### src/rtl/regfile_writeback_arbiter_pkg.sv
// Shared constants and types for the register-file writeback arbiter.
// The sel/data widths must stay in step with the register file itself.
package regfile_writeback_arbiter_pkg;

  localparam int WB_NUM_REQ    = 4;
  localparam int WB_DATA_WIDTH = 32;
  localparam int WB_NUM_REGS   = 16;
  localparam int WB_SEL_WIDTH  = $clog2(WB_NUM_REGS);

  // One writeback request: destination register and the value to write.
  typedef struct packed {
    logic [WB_SEL_WIDTH-1:0]  sel;
    logic [WB_DATA_WIDTH-1:0] data;
  } wb_req_t;

endpackage

### src/rtl/regfile_writeback_arbiter_rr.sv
// Combinational round-robin arbiter.
// Requests at or above the pointer are searched first; if none of them is
// valid, the search wraps around to the lowest valid index.
module regfile_writeback_arbiter_rr #(
  parameter int NUM_REQ   = 4,
  parameter int PTR_WIDTH = (NUM_REQ > 1) ? $clog2(NUM_REQ) : 1
) (
  input  logic [NUM_REQ-1:0]   req,
  input  logic [PTR_WIDTH-1:0] ptr,
  output logic [NUM_REQ-1:0]   grant,
  output logic [PTR_WIDTH-1:0] grant_idx,
  output logic                 grant_any
);

  logic [NUM_REQ-1:0] upper_mask;
  logic [NUM_REQ-1:0] masked_req;
  logic [NUM_REQ-1:0] pick_from;

  // Thermometer mask selecting indices at or above the pointer.
  for (genvar gi = 0; gi < NUM_REQ; gi++) begin : g_mask
    assign upper_mask[gi] = (gi >= int'(ptr));
  end

  assign masked_req = req & upper_mask;
  assign pick_from  = (|masked_req) ? masked_req : req;
  // Isolate the lowest set bit of the chosen vector.
  assign grant      = pick_from & (~pick_from + NUM_REQ'(1));
  assign grant_any  = |req;

  // Encode the one-hot grant into an index for the data mux and pointer.
  always_comb begin
    grant_idx = '0;
    for (int i = 0; i < NUM_REQ; i++) begin
      if (grant[i]) grant_idx = PTR_WIDTH'(i);
    end
  end

endmodule

### src/rtl/regfile_writeback_arbiter.sv
// Shares the register file write port among several writeback units with
// round-robin arbitration, and tracks registers with an outstanding write
// so the issue stage can stall dependent reads.
module regfile_writeback_arbiter
  import regfile_writeback_arbiter_pkg::*;
#(
  parameter int NUM_REQ    = WB_NUM_REQ,
  parameter int DATA_WIDTH = WB_DATA_WIDTH,
  parameter int NUM_REGS   = WB_NUM_REGS,
  localparam int SEL_WIDTH = $clog2(NUM_REGS),
  localparam int PTR_WIDTH = (NUM_REQ > 1) ? $clog2(NUM_REQ) : 1
) (
  input  logic                                clk,
  input  logic                                rst,
  input  logic [NUM_REQ-1:0]                  in_req_valid,
  input  logic [NUM_REQ-1:0][SEL_WIDTH-1:0]   in_req_sel,
  input  logic [NUM_REQ-1:0][DATA_WIDTH-1:0]  in_req_data,
  output logic [NUM_REQ-1:0]                  out_req_ready,
  input  logic                                in_claim_en,
  input  logic [SEL_WIDTH-1:0]                in_claim_sel,
  input  logic [SEL_WIDTH-1:0]                in_query_sel_ra,
  input  logic [SEL_WIDTH-1:0]                in_query_sel_rb,
  input  logic [SEL_WIDTH-1:0]                in_query_sel_rc,
  output logic                                out_stall,
  output logic                                out_write_en,
  output logic [SEL_WIDTH-1:0]                out_write_sel,
  output logic [DATA_WIDTH-1:0]               out_write_data
);

  logic [PTR_WIDTH-1:0]  rr_ptr_reg;
  logic [NUM_REQ-1:0]    grant;
  logic [PTR_WIDTH-1:0]  grant_idx;
  logic                  grant_any;
  logic [SEL_WIDTH-1:0]  granted_sel;
  logic [DATA_WIDTH-1:0] granted_data;

  logic                  write_en_reg;
  logic [SEL_WIDTH-1:0]  write_sel_reg;
  logic [DATA_WIDTH-1:0] write_data_reg;

  logic [NUM_REGS-1:0]   pending_reg;
  logic [NUM_REGS-1:0]   pending_next;

  regfile_writeback_arbiter_rr #(
    .NUM_REQ   (NUM_REQ),
    .PTR_WIDTH (PTR_WIDTH)
  ) u_rr (
    .req       (in_req_valid),
    .ptr       (rr_ptr_reg),
    .grant     (grant),
    .grant_idx (grant_idx),
    .grant_any (grant_any)
  );

  // Ready only ever goes to a valid requester, so a grant is always accepted.
  assign out_req_ready = grant;
  assign granted_sel   = in_req_sel[grant_idx];
  assign granted_data  = in_req_data[grant_idx];

  // Pointer and write-port register; a grant to r0 uses the slot but writes nothing.
  always_ff @(posedge clk) begin
    if (rst) begin
      rr_ptr_reg     <= '0;
      write_en_reg   <= 1'b0;
      write_sel_reg  <= '0;
      write_data_reg <= '0;
    end else if (grant_any) begin
      rr_ptr_reg     <= (grant_idx == PTR_WIDTH'(NUM_REQ - 1)) ? '0
                                                               : grant_idx + PTR_WIDTH'(1);
      write_en_reg   <= (granted_sel != '0);
      write_sel_reg  <= granted_sel;
      write_data_reg <= granted_data;
    end else begin
      write_en_reg   <= 1'b0;
    end
  end

  // A write sitting in the output register during reset must not commit.
  assign out_write_en   = write_en_reg & ~rst;
  assign out_write_sel  = write_sel_reg;
  assign out_write_data = write_data_reg;

  // Scoreboard next state: clear on commit, then set on claim so a claim wins a collision.
  always_comb begin
    pending_next = pending_reg;
    if (write_en_reg) pending_next[write_sel_reg] = 1'b0;
    if (in_claim_en && (in_claim_sel != '0)) pending_next[in_claim_sel] = 1'b1;
    pending_next[0] = 1'b0;
  end

  // Scoreboard register.
  always_ff @(posedge clk) begin
    if (rst) pending_reg <= '0;
    else     pending_reg <= pending_next;
  end

  // No bypass: a register is readable the cycle after its pending bit clears.
  assign out_stall = pending_reg[in_query_sel_ra] |
                     pending_reg[in_query_sel_rb] |
                     pending_reg[in_query_sel_rc];

endmodule

### config.mk
export PLATFORM = sky130hd
export DESIGN_NAME = regfile_writeback_arbiter
export DESIGN_NICKNAME = d
export VERILOG_FILES = /design/src/rtl/regfile_writeback_arbiter_pkg.sv /design/src/rtl/regfile_writeback_arbiter_rr.sv /design/src/rtl/regfile_writeback_arbiter.sv
export SDC_FILE = /design/constraint.sdc
export NUM_CORES = 1
export LEC_CHECK = 0
export CAP_MARGIN = 40
export CORE_MARGIN = 2
export CORE_UTILIZATION = 35
export DETAILED_ROUTE_END_ITERATION = 6
export GPL_TIMING_DRIVEN = 0
export PLACE_DENSITY = 0.81
export SLEW_MARGIN = 20
export SYNTH_ARGS = -nofsm -noshare
export SYNTH_HDL_FRONTEND = slang
export SYNTH_HIERARCHICAL = 1
export SYNTH_SLANG_ARGS = --single-unit
export TNS_END_PERCENT = 20
### constraint.sdc
create_clock -name clk -period 4.12 [get_ports clk]
set_clock_uncertainty 0.15 [all_clocks]
set_input_delay 0.824 -clock clk [delete_from_list [all_inputs] [get_ports clk]]
set_output_delay 0.824 -clock clk [all_outputs]
set_load 0.05 [all_outputs]
# ---- After elaboration in Yosys (flattened, before gate mapping)
# Index checks and enable logic that the tools add are counted.
# Widths: inputs -> output; s select.
dict set report word_totals {
  regBits 55
  in_bits 167
  word_cells 60
}
dict set report classes {
  muxes 21
  bitwise 11
  magnitude_cmp 11
  reduce_logical 8
  add_sub_neg 2
  eq_ne 1
}
# cell count
set op_table {}
lappend op_table {{$bmux 32 s2} 1}
lappend op_table {{$mux 16} 2}
lappend op_table {{$mux 32} 1}
lappend op_table {{$lt 4x5->1 const B} 5}
lappend op_table {{$and 16x16->16} 1}
lappend op_table {{$not 16->16} 1}
lappend op_table {{$or 16x16->16} 1}
lappend op_table {{$bmux 1 s4} 3}
lappend op_table {{$and 4x4->4} 2}
lappend op_table {{$bmux 4 s2} 1}
lappend op_table {{$demux 1 s4} 2}
lappend op_table {{$ge 4x1->1 const B} 2}
lappend op_table {{$mux 4} 2}
lappend op_table {{$reduce_bool 4->1} 2}
lappend op_table {{$reduce_or 4->1} 2}
lappend op_table {{$mux 1} 6}
lappend op_table {{$mux 2} 3}
lappend op_table {{$add 4x1->4 const B} 1}
lappend op_table {{$ge 1x2->1 const A} 2}
lappend op_table {{$not 4->4} 1}
lappend op_table {{$logic_and 1x1->1} 3}
lappend op_table {{$lt 2x3->1 const B} 1}
lappend op_table {{$add 2x1->2 const B} 1}
lappend op_table {{$eq 2x2->1 const B} 1}
lappend op_table {{5 further kinds} 7}

# ---- Logic depth before layout (Yosys ltp)
# Gate-level depths: netlist of run 1.
dict set report logic_depth {
  depth_word 13
  ltp_mapped 9
}

# ---- Hierarchy
# The synthesis of run 1 kept the hierarchy.
# module area_per_inst_um2 seq_area_each_um2 cells_per_inst n_inst
set by_module_without_submodules {}
lappend by_module_without_submodules {regfile_writeback_arbiter 3231.8 1081.0 285 1}
lappend by_module_without_submodules {regfile_writeback_arbiter_rr 176.4 0.0 29 1}

# ---- Least setup slack after synthesis of run 1
# OpenSTA, ideal clock, no wires.
dict set report synth_path {
  path_type {input to output}
  from {input in_query_sel_rc[0]}
  to {output out_stall}
  n_path_buf 0
  cell_stages 3
  arrival_ns 2.560
  setup_slack_ns 0.586
  path_cell_list {mux4_1 -> mux4_2 -> or4_1}
}
dict set report synth_between {
  elab_chain_cells 3
}
# item line_no
set synth_rtl {}
lappend synth_rtl {{start, declared} regfile_writeback_arbiter.sv:23} ;# input logic [SEL_WIDTH-1:0] in_query_sel_rc,
lappend synth_rtl {{$bmux 1 s4} regfile_writeback_arbiter.sv:100} ;# pending_reg[in_query_sel_rc];
lappend synth_rtl {{$mux 1 (not written as such)} regfile_writeback_arbiter.sv:100}
lappend synth_rtl {{$or 1x1->1} regfile_writeback_arbiter.sv:99} ;# pending_reg[in_query_sel_rb] |
lappend synth_rtl {{end, declared} regfile_writeback_arbiter.sv:24} ;# output logic out_stall,
# No other way between the ends. The select of a mux whose other input is x is not followed.

# ---- Worst setup path after layout of run 1
# Ends and elaborated chain as after synthesis.

==> results.md, run 1 <==
* Clk root buf: clkbuf_8
* P per Cell Area at 382.8 nW/um^2
* Placed cell count at 652
* Kind of end point of the critical path: output pin
* Number of global-route vias before repair at 3,605
* DP Area at 5627 um^2
* Largest net degree at the start of global routing at 18
* Max-capacitance violation count at 0
* Bufs on Longest Clock Path at 2
* Worst-skew pair later-pin latency at 0.31 ns
* Die area at 10,540 um^2
* Mean routed wirelength per cell at 17.38 um
* Design area at 5717 um^2
* TritonCTS buffer count at 5
* WL final at 11.47 mm
* Mapped Cells at 314
* Largest register FFs at 32
* Hold Path Class: reg -> reg
* Top cell type's share of synthesized area at 31.72%
* LEAKAGE at 2.292 nW
* CP required at 3.15 ns
* Initial DRC Count at 81
* Worst hold start: out_write_data[19]
* Setup violations, final at 0
* Min-Delay Path Depth at 2
* F_max at 244.8 MHz
* Die Wd at 102.7 um
* Reg2reg start: rr_ptr_reg[0]
* Global-route wire length before repair at 17.44 mm
* Setup Buffers After CTS at 0
* Crit start category: input pin
* CORE AREA at 9594 um^2
* Final worst-path cycle share at 99.14%
* Sequential share of power at 30.7%
* Iteration count of the initial detailed-routing pass at 4
* Reg2reg path depth at 8
* Clk pwr share at 13.7%
* Total track usage at 21.50%
* Reg2reg setup slack at 1.20 ns
* RSZ-0062 raised after global routing: no
* I/O pin total at 209
* Commonest non-fill, non-tap cell in the layout: clkdlybuf4s50_1
* Sequential-to-total area share from yosys stat at 31.72%
* Detailed Place HPWL at 9.723 mm
* Reg-to-Reg End: out_write_data[27]
* Antenna Cells at 0
* Clk sinks at 54
* Final Non-Filler Cells at 660
* Largest fanout on the critical path at 4
* Post-synthesis net count at 482
* Worst-margin pin slew at 0.7997 ns
* Synth-to-Final Area Change at 67.73%
* Yosys top cell by area: dfxtp_1
* H-Tree Depth at 2
* Die H at 102.7 um
* Net switching power figure at 0.8758 mW
* Post-synthesis register bit count at 54
* # nets final at 694
* Critical setup path kind: in -> out
* Via Count at 3,423
* Power Internal at 1.313 mW
* Run status: finished, final reports clean
* Count of cell types in the netlist at 39
* Hold Path End: out_write_data[19]
* Synthesized cell area at 3408 um^2
* Avg Inst Size Synth at 10.85 um^2
* CTS tree: done
* Drt via density at 5.186
* Remaining Overflow, GRT at 0
* Initial Util at 35.52%
* Commonest cells after routing, fill and taps aside: clkdlybuf4s50_1, dfxtp_1, nor2_1, mux2i_1, mux4_2
* Post-route ant nets at 0
* Clk slew on worst S/H paths at 0.11 ns
* Switching part of the total power at 40.02%
* Relative slew slack at 46.68%
* Antenna violations before repair at 0
* Final GP Congestion at 0.9004
* Ys Warns at 6
* Logic gate share of total power at 55.6%
* CTS Hold Bufs at 0
* Share of post-route cells with drive strength above 1 at 12.14%
* Final hold vios at 0
* Post-cts sizing count at 6
* Largest cells by area after synthesis: dfxtp_1, mux4_2, mux2i_1
* Peak VDD IR at 0.1825 mV
* Rows at 36
* IO buf count at 205
* Crit path DAT at 3.11 ns
* Slew Limit Fails at 0
* Minimum clock period at 4.085 ns
* DRC errors left at 0
[how the worst max path moves through the flow]
| stage | startpoint | to | slack (ns) | cells after the start |
|---|---|---|---|---|
| 6_report | in_query_sel_rc[0] | out_stall | 0.04 | 5 |
| 5_1_grt | in_query_sel_rc[2] | out_stall | 0.006 | 5 |
| 4_1_cts | in_query_sel_rc[0] | out_stall | 0.008 | 5 |
| 3_5_place_dp | in_query_sel_rc[0] | out_stall | -0.66 | 5 |
| 3_3_place_gp | in_query_sel_rc[0] | out_stall | -0.62 | 5 |
| 2_1_floorplan | in_query_sel_rc[0] | out_stall | 0.59 | 3 |
[layout make-up]
type	instances	area [um^2]
Tap cell	133	166.4
Sequential cell	54	1081
Multi-Input combinational cell	237	2233
Clock buffer	6	72.57
Fill cell	825	3877
Clock inverter	2	17.52
Inverter	2	7.507
Buffer	21	86.33
Timing Repair Buffer	205	2052
[Yosys cell counts]
library cell and number:
a21oi_1 19, nand2b_1 5, a221oi_1 2, o211a_1 1, inv_1 2, clkbuf_1 14
ha_1 1, mux4_1 2, a221o_1 1, dfxtp_1 54, and2_1 1, o21ai_1 1
and3_1 2, or4_1 1, o32ai_1 1, o31a_1 1, o21ai_0 17, buf_2 6
mux4_2 42, nand2_1 15, nand3b_1 3, mux2i_1 42, nor2_1 45, nor2b_4 1
nand3_1 7, a2111oi_1 1, a211oi_1 1, nand4_1 2, nor2b_1 7, and3b_1 2
or2_2 1, nor3_1 2, nor3b_1 3, buf_1 1, nor2b_2 1, o2bb2ai_1 1
mux2_2 4, or3b_2 1, nor4_1 1
[metal layers]
layer | wire, um | track usage (%) | vias up
li1 | - | - | 1626
met1 | 4310 | 24.42 | 1664
met2 | 6489 | 42.33 | 124
met3 | 585 | 3.458 | 9
met4 | 87 | 3.897 | 0
met5 | 0 | 0 | -
[cells by family after synthesis]
group / after synthesis / share of synthesized area, %
DFF: 54 / 31.72
buffers and inverters: 23 / 2.753
and+or+nand+nor: 100 / 14.39
adders and majority gates: 1 / 0.3670
muxes: 90 / 42.95
AOI/OAI and AO/OA: 46 / 7.820
[through the flow]
stage               setup TNS (ns)  util, %  power, mW  worst slack (ns)  hold WS (ns)
finish                           0    59.59      2.189           0.03548        0.3540
global route                     0    59.59      2.300          0.006422        0.3861
CTS                              0    59.59      2.211          0.008233        0.3604
detailed placement         -0.6559    58.65      1.907           -0.6559        0.3372
global placement           -0.6159    58.65      1.885           -0.6159        0.3244
floorplan                        0        -      1.456            0.5856        0.3186
[worst max-delay path, stage by stage]
cell and delay, ns:
clkdlybuf4s15_1 0.33, mux4_1 0.62, mux4_2 0.47, or4_1 0.52, clkdlybuf4s15_2 0.35
[power groups by stage]
stage,combinational (mW),sequential (mW),clock [mW]
detailed placement,1.22,0.683,0
floorplan,0.534,0.922,0
global placement,1.21,0.679,0
global route,1.29,0.682,0.330
CTS,1.23,0.672,0.313
finish,1.22,0.672,0.300
(Power assumes the default switching activity.)
==> run 2, diff against run 1 <==
Settings changed: GPL_TIMING_DRIVEN 0 to default.
==> results.md, run 2 (synthesis gave the netlist of run 1 again) <==
* Slowest CP cell: or4_1
* Run status: finished, final reports clean
* Remaining Overflow, GRT at 0 (unchanged)
* # nets final at 685 (-1.3%)
* Commonest cells after routing, fill and taps aside: clkdlybuf4s50_1, dfxtp_1, nor2_1, mux2i_1, mux4_2
* WL final at 11.28 mm (-1.7%)
* Placed cell count at 643 (-1.4%)
* Post-Place Worst Slack at -0.01854 ns (+0.6374 ns)
* CORE AREA at 9594 um^2 (unchanged)
* Worst hold slack at 0.3519 ns (-0.002070 ns)
* Largest register FFs at 32 (unchanged)
* Die H at 102.7 um (unchanged)
* Reg2reg start: rr_ptr_reg[0]
* Bufs on Longest Clock Path at 2 (unchanged)
* Final Core Density at 60.13% (+0.55 points)
* Cell mode on critical path: mux4_2
* Final GP Congestion at 0.9136 (+1.5%)
* Clk root buf: clkbuf_8
* WP buf/inv at 2 (unchanged)
* Critical Path, Cell by Cell: clkdlybuf4s50_1, mux4_2, mux4_2, or4_1, buf_6
* Final worst-path cycle share at 97.61% (-1.5 points)
* Sequential Area at 1081 um^2 (unchanged)
* Reg2reg path depth at 7 (-1)
* CP peak stage delay at 0.55 ns (-0.07 ns)
* Final hold vios at 0 (unchanged)
* Kind of end point of the critical path: output pin
* LEAKAGE at 2.315 nW (+0.99%)
* P per Cell Area at 380.8 nW/um^2 (-0.52%)
* Worst hold start: out_write_data[27]
* Die area at 10,540 um^2 (unchanged)
* Commonest non-fill, non-tap cell in the layout: clkdlybuf4s50_1
* Fin Setup TNS at 0 ns (unchanged)
* Drt via density at 5.252 (+1.3%)
* CP required at 3.15 ns (about the same)
* Min-Delay Path Depth at 2 (unchanged)
* Initial DRC Count at 96 (+19%)
* Hold Path Class: reg -> reg
* Initial Util at 35.52% (unchanged)
* Global-route wire length before repair at 17.69 mm (+1.4%)
* H-Tree Depth at 2 (unchanged)
* CTS Hold Bufs at 0 (unchanged)
* Final Non-Filler Cells at 651 (-1.4%)
* Hold Path End: out_write_data[27]
* Synth-to-Final Area Change at 69.27%
* Largest fanout on the critical path at 2 (-2)
* RSZ-0062 raised after global routing: no
* Setup violations, final at 0 (unchanged)
* Crit start category: input pin
* Mean routed wirelength per cell at 17.33 um (-0.31%)
* Relative slew slack at 51.34% (+4.7 points)
* Worst-skew pair later-pin latency at 0.30 ns (about the same)
* I/O pin total at 209 (unchanged)
* Antenna violations before repair at 0 (unchanged)
* Setup Buffers After CTS at 0 (unchanged)
* Rows at 36 (unchanged)
* Crit path DAT at 3.05 ns (-0.06 ns)
* Clk slew on worst S/H paths at 0.10 ns (about the same)
* Share of post-route cells with drive strength above 1 at 13.71% (+1.6 points)
* DRC errors left at 0 (unchanged)
* Filler Cells Inserted at 792 (-4.0%)
* IO buf count at 208 (+1.5%)
* Number of global-route vias before repair at 3,648 (+1.2%)
* Multi-input gate area at 2256 um^2 (+1.0%)
* Die Wd at 102.7 um (unchanged)
* Reg2reg setup slack at 1.61 ns (+0.41 ns)
* Iteration count of the initial detailed-routing pass at 4 (unchanged)
* CTS tree: done
* Worst-margin pin slew at 0.7273 ns (-0.07247 ns)
* PnR worst setup slack at 0.09848 ns (+0.06300 ns)
* TritonCTS buffer count at 5 (unchanged)
* Minimum clock period at 4.022 ns (-0.06300 ns)
* Detailed Place HPWL at 9.364 mm (-3.7%)
* F_max at 248.7 MHz (+1.6%)
* Max-capacitance violation count at 0 (unchanged)
* Peak VDD IR at 0.2306 mV (+26%)
* Reg-to-Reg End: write_en_reg
* Clk sinks at 54 (unchanged)
* Critical setup path kind: in -> out
* Largest net degree at the start of global routing at 55 (+37)
* Total track usage at 21.49% (about the same)
* Post-route ant nets at 0 (unchanged)
* Kind of cell adding the most delay to the critical path: multiplexers
* Antenna Cells at 0 (unchanged)
* Slew Limit Fails at 0 (unchanged)
* Via Count at 3,419 (-0.12%)
[run 2: cell count changes in the layout (fill, tap and decap cells not counted), moves of 2 or more]
cell,previous run,this run
buf_12,0,2
clkdlybuf4s50_1,202,205
clkbuf_1,15,1
buf_4,0,7
buf_2,6,1
[run 2: worst max path at each step]
stage                  startpoint        end  cells after the start
3_3_place_gp   in_query_sel_rc[0]  out_stall                      5
4_1_cts        in_query_sel_rc[2]  out_stall                      5
6_report       in_query_sel_rc[2]  out_stall                      5
2_1_floorplan  in_query_sel_rc[0]  out_stall                      3
5_1_grt        in_query_sel_rc[2]  out_stall                      5
3_5_place_dp   in_query_sel_rc[0]  out_stall                      5
[run 2: area by class of cell]
class                   count  area share [%]
well taps                 133           2.884
clock inverters             2          0.2819
clock buffers               6           1.258
multi-input cells         237           39.10
inverters                   2          0.1301
repair buffers            217           37.61
flip-flops and latches     54           18.74
[run 2: repair_timing]
action                                  4_1_cts  5_1_grt
pin swaps                                     0        0
hold endpoints to repair                      0        0
endpoints found under the setup margin        1        1
resized for setup                             1        1
[run 2: where the power goes]
part           leakage [nW]  switching [mW]  internal, mW
registers             0.446          0.0659         0.606
logic                  1.83           0.624         0.603
clock network        0.0418           0.175         0.123
total                  2.32           0.865          1.33
[run 2: worst reg2reg max path, cell delays in order, from the launching register on]
cell,delay [ns]
dfxtp_1,0.50
nand2b_1,0.17
a21oi_1,0.11
a211oi_4,0.28
buf_4,0.26
mux4_2,0.55
nor4_1,0.29
nor3b_1,0.08
[run 2: metal layers]
layer	up-vias	track usage (%)	part of all wire, %
met5	-	0	0
met3	10	5.220	6.7
met2	149	42.13	57
met1	1657	22.97	36
li1	1603	-	-
met4	0	5.026	0.71
[run 2: per-stage QoR]
stage | power [mW] | instance area (um^2)
after floorplan | 1.456 | 3408
after global placement | 1.880 | 5658
after detailed placement | 1.917 | 5678
after CTS | 2.218 | 5766
after global routing | 2.314 | 5769
final | 2.197 | 5769
